[src/rtl/nes_clk_pkg.sv]
// Shared types and default divisors for the clock-enable scheduler.
package nes_clk_pkg;

    typedef enum logic [1:0] {
        HALT = 2'd0,
        RUN  = 2'd1,
        STEP = 2'd2
    } sched_state_t;

    localparam int PPU_DIV = 4;
    localparam int CPU_DIV = 12;
    localparam int APU_DIV = 24;

endpackage

[src/rtl/clk_chan.sv]
// One scheduler channel: prescaler, divided enable, stall gating,
// cycle counter and breakpoint compare.
module clk_chan #(
    parameter int               DIV_W = 8,
    parameter int               CNT_W = 64,
    parameter logic [DIV_W-1:0] DIV   = 4
) (
    input  logic             clock,
    input  logic             reset,
    input  logic             running,
    input  logic             stall,
    input  logic             bp_sel,
    input  logic [CNT_W-1:0] bp_value,
    output logic             clk_en,
    output logic             clk_en_gated,
    output logic [CNT_W-1:0] cycle,
    output logic             parity,
    output logic             match
);

    // Divisors of 0 and 1 both mean "every running clock".
    localparam logic [DIV_W-1:0] LAST = (DIV > 1) ? DIV - 1'b1 : '0;

    logic [DIV_W-1:0] pre_q, pre_d;
    logic [CNT_W-1:0] cnt_q, cnt_d;

    always_comb begin
        clk_en       = running && (pre_q == LAST);
        clk_en_gated = clk_en && !stall;
        pre_d        = pre_q;
        if (running) begin
            pre_d = clk_en ? '0 : pre_q + 1'b1;
        end
        cnt_d = clk_en_gated ? cnt_q + 1'b1 : cnt_q;
        match = bp_sel && clk_en_gated && (cnt_d == bp_value);
    end

    always_ff @(posedge clock or posedge reset) begin
        if (reset) begin
            pre_q <= '0;
            cnt_q <= '0;
        end else begin
            pre_q <= pre_d;
            cnt_q <= cnt_d;
        end
    end

    assign cycle  = cnt_q;
    assign parity = cnt_q[0];

endmodule

[src/rtl/clock_sched.sv]
// Multi-channel clock-enable scheduler with run/halt/single-step
// control and a sticky cycle breakpoint.
module clock_sched
    import nes_clk_pkg::*;
#(
    parameter int                      NUM_CH       = 3,
    parameter int                      DIV_W        = 8,
    parameter int                      CNT_W        = 64,
    parameter logic [NUM_CH*DIV_W-1:0] DIVS         = {DIV_W'(APU_DIV),
                                                       DIV_W'(CPU_DIV),
                                                       DIV_W'(PPU_DIV)},
    parameter int                      STEP_CH      = 1,
    parameter bit                      RUN_AT_RESET = 1'b1
) (
    input  logic                       clock,
    input  logic                       reset,
    input  logic                       run,
    input  logic                       step_req,
    input  logic [NUM_CH-1:0]          stall,
    input  logic                       bp_en,
    input  logic [$clog2(NUM_CH)-1:0]  bp_ch,
    input  logic [CNT_W-1:0]           bp_value,
    output logic [NUM_CH-1:0]          clk_en,
    output logic [NUM_CH-1:0]          clk_en_gated,
    output logic [NUM_CH*CNT_W-1:0]    cycle,
    output logic [NUM_CH-1:0]          parity,
    output logic                       running,
    output logic                       bp_hit
);

    localparam int BP_W = $clog2(NUM_CH);

    sched_state_t      state_q, state_d;
    logic              bp_hit_q, bp_hit_d;
    logic [NUM_CH-1:0] sel;
    logic [NUM_CH-1:0] match;
    logic              hit;

    // Reset forces running low so no enable leaks while it is held.
    assign running = !reset && (state_q != HALT);
    assign hit     = |match;
    assign bp_hit  = bp_hit_q;

    for (genvar i = 0; i < NUM_CH; i++) begin : g_ch
        // Out-of-range bp_ch selects no channel.
        assign sel[i] = bp_en && (bp_ch == BP_W'(i));

        clk_chan #(
            .DIV_W (DIV_W),
            .CNT_W (CNT_W),
            .DIV   (DIVS[i*DIV_W +: DIV_W])
        ) u_chan (
            .clock        (clock),
            .reset        (reset),
            .running      (running),
            .stall        (stall[i]),
            .bp_sel       (sel[i]),
            .bp_value     (bp_value),
            .clk_en       (clk_en[i]),
            .clk_en_gated (clk_en_gated[i]),
            .cycle        (cycle[i*CNT_W +: CNT_W]),
            .parity       (parity[i]),
            .match        (match[i])
        );
    end

    always_comb begin
        state_d  = state_q;
        bp_hit_d = bp_hit_q;
        unique case (state_q)
            HALT: begin
                if (run && !bp_hit_q) begin
                    state_d = RUN;
                end else if (step_req && !run) begin
                    state_d = STEP;
                end
            end
            RUN: begin
                if (!run || hit) begin
                    state_d = HALT;
                end
            end
            STEP: begin
                if (clk_en[STEP_CH] || hit) begin
                    state_d = HALT;
                end
            end
            default: state_d = HALT;
        endcase
        if (hit) begin
            bp_hit_d = 1'b1;
        end else if (state_q == HALT && !run) begin
            bp_hit_d = 1'b0;
        end
    end

    always_ff @(posedge clock or posedge reset) begin
        if (reset) begin
            state_q  <= RUN_AT_RESET ? RUN : HALT;
            bp_hit_q <= 1'b0;
        end else begin
            state_q  <= state_d;
            bp_hit_q <= bp_hit_d;
        end
    end

endmodule

[config.mk]
export PLATFORM = sky130hd
export DESIGN_NAME = clock_sched
export DESIGN_NICKNAME = d
export VERILOG_FILES = /design/src/rtl/nes_clk_pkg.sv /design/src/rtl/clk_chan.sv /design/src/rtl/clock_sched.sv
export SDC_FILE = /design/constraint.sdc
export NUM_CORES = 1
export LEC_CHECK = 0
export BUFFER_PORTS_ARGS = -buffer_cell sky130_fd_sc_hd__buf_2
export CORE_MARGIN = 2
export CORE_UTILIZATION = 55
export CTS_CLUSTER_SIZE = 8
export DETAILED_ROUTE_END_ITERATION = 16
export PLACE_DENSITY = 0.76
export SETUP_SLACK_MARGIN = 0.15
export SYNTH_ARGS = -nofsm -noshare
export SYNTH_HDL_FRONTEND = slang
export SYNTH_HIERARCHICAL = 1
export SYNTH_SLANG_ARGS = --single-unit
export TNS_END_PERCENT = 10
[constraint.sdc]
create_clock -name clock -period 12.06 [get_ports clock]
set_clock_uncertainty 0.05 [all_clocks]
set_input_delay 3.618 -clock clock [delete_from_list [all_inputs] [get_ports clock]]
set_output_delay 3.618 -clock clock [all_outputs]
set_load 0.05 [all_outputs]
==> run metrics <==
Worst Hold End=g_ch[0].u_chan/pre_q[7]; # diodes=0; mapped cell area=15690 µm²; IO Count=277; final worst-path cycle share=0.8262; Design Power=1.988 mW; largest net degree at the start of global routing=73; Post-route DRC=0; clock sinks=219; CP Launch Type=input pin; Worst R2R Setup Slack=5860 ps; worst vdd ir=0.1158 mV; RSZ-0062 raised after global routing=no; Setup WS post-layout=2097 ps; Final Hold Fails=0; post_cts resized=0; CTS Buf Count=31; fillcell total=2412; pre-CTS setup slack=2222 ps; EDFF count, synth=0; synth top area cells=dfrtp_1 35%, xnor2_1 11%, xor2_1 8.7%; reg2reg end=state_q[1]; Hold Crit Class=reg -> reg; Switch Pwr=631.0 µW; Worst setup EP type=output port; Sw Ratio=0.3173; P&R area growth vs syn=15.41%; clock period minus worst slack=9963 ps; WL final=63790 µm; via count=15.54k; Cell Pwr Density=109.8 nW/µm²; Gate Count Post-Synth=1699; clock share of power=0.393; Critical Path Fanout Max=27; internal power component=about 1.4 mW; First-pass DRT Iterations=6; CTS max path bufs=3; DP Wirelength=about 50000 µm; post-synth top area cell=dfrtp_1; post-CTS setup buffers=0; number of global-route vias before repair=15.07k; die width=~170 µm; WL/cell=27.40 µm; worst rel slew slack=0.2418; via/cell ratio=around 6.7; Post-Synthesis Net Count=roughly 1.8k; Leak Pwr=8.435 nW; First DRT Iteration DRCs=about 1.8k; final hold slack=427.5 ps; most frequent cells in the layout=276 x buf_2, 218 x dfrtp_1, 198 x xnor2_1; Sequential Power Share=0.423; top cell type's share of synthesized area=0.3477; WHS Path Cells=1; Cell variety after synth=92; num rows=61; Nets=2027; footprint of the multi-input gates=9681 µm²; GRT overflow=0; reg2reg path depth=13; register area=5482 µm²; total global-route track usage=0.4147; Hold Buf Count CTS=0; Max-cap violations=0; htree depth=1; Synth Flop Type=dfrtp_1; status=complete, no violations; Die Height=172.9 µm; clk_lat worst skew=580 ps; CP required=8390 ps; antenna violations before repair=0; Comb pwr share=0.184; Core Area=27930 µm²; Max Clk Rate=100.4 MHz; post-route ant nets=0; layout cells sized above 1=0.1918; reg-to-reg startpoint=state_q[0]; Ys Warns=6; Worst EP arrival=6300 ps; Setup TNS=0 ps; RePlAce Congestion=0.9874; Worst-path clk slew=50 ps; #FFs+latches synth=219; Final Max Tran Viols=0; worst slew pin tran=1136 ps; ys async rst share=1.000; port buffer count=276; Starting Density=0.5617; Final setup viols=0; full die area=approximately 30000 µm²; hold path startpoint=g_ch[0].u_chan/pre_q[7]; clock root buffer=clkbuf_16; Avg Inst Size Synth=9.235 µm²; commonest non-fill, non-tap cell in the layout=buf_2; CP Class=in -> out; CTS tree=yes; first-pass GRT wire length=94700 µm; sequential share of the synthesized area=0.3494
==> per-layer routing <==
metal / up-vias / global-route usage / part of all wire
met4: 0 / 0.2412 / 0.066
met2: 1034 / 0.6580 / 0.45
met3: 217 / 0.06508 / 0.10
li1: 6735 / - / -
met5: - / 0 / 0
met1: 7555 / 0.5397 / 0.38
==> power by group through the flow <==
stage               Clock (mW)  Combinational [mW]  Sequential (mW)
floorplan                    0               0.219            0.867
global placement             0               0.345            0.845
detailed placement           0               0.355            0.850
CTS                      0.785               0.358            0.839
global route             0.813               0.385            0.849
finish                   0.781               0.366            0.841
==> critical path, stage by stage <==
cell     delay (ps)
buf_2           140
nor2_2          880
nand4_1         560
nor3_2          700
buf_2           390
==> cell usage after synthesis, types with 5 or more instances <==
cell type and n:
a311oi_1 6, and4_1 42, nor4_2 9, nor4b_1 5
nor3_1 41, nor2b_1 10, a31oi_1 7, or3_1 11
o2bb2ai_1 6, nor2_1 102, or4_1 17, o221ai_1 5
o22ai_1 9, o211ai_1 8, nor4_1 64, a21oi_1 16
nand3b_1 10, buf_2 10, xor2_1 156, inv_1 61
nand4b_1 5, nand4_1 110, xnor2_1 198, nand2b_1 18
nand3_1 124, xnor3_1 16, dfrtp_1 218, o2111ai_1 6
clkbuf_1 46, nor3b_1 13, and2_1 18, a2111oi_0 9
ha_1 6, a211oi_1 6, mux2_2 7, o21ai_0 37
o31ai_1 8, or2_2 7, mux2i_1 9, nand2_1 98
nor3_2 5, and3_1 51
==> logic make-up after synthesis <==
kind of cell    Yosys count  synth area share
buf+inv                 129           0.03381
fa+ha+maj                 6          0.004785
flops                   219            0.3494
mux                      16           0.01077
simple gates            790            0.2983
xor+xnor                374            0.2266
compound gates          165           0.07632
==> flip-flops by register name (all words and copies together), names as in the netlist <==
signal             count
g_ch.u_chan/cycle    192
state_q                2
bp_hit                 1
g_ch.u_chan/pre_q     24
==> per-stage QoR <==
stage                 util  instances  instance area, µm²
global placement    0.6192       2292               17300
global route        0.6482       2328               18110
finish              0.6482       2328               18110
CTS                 0.6482       2328               18110
detailed placement  0.6192       2292               17300
floorplan                -       1699               15690
==> layout make-up <==
cell class                      count  area share
Multi-Input combinational cell   1351      0.5346
Sequential cell                   219      0.3027
Timing Repair Buffer              283     0.07919
Clock buffer                       35     0.04422
Tap cell                          378     0.02612
Inverter                           61     0.01265
Clock inverter                      1   0.0004837
==> worst max path at each step <==
stage / from / end / depth (start not counted)
floorplan: reset / clk_en_gated[2] / 4
global placement: reset / clk_en_gated[2] / 5
detailed placement: reset / clk_en_gated[2] / 5
CTS: reset / clk_en_gated[2] / 5
global route: reset / clk_en_gated[2] / 5
finish: reset / clk_en_gated[2] / 5
(Power assumes the default switching activity.)
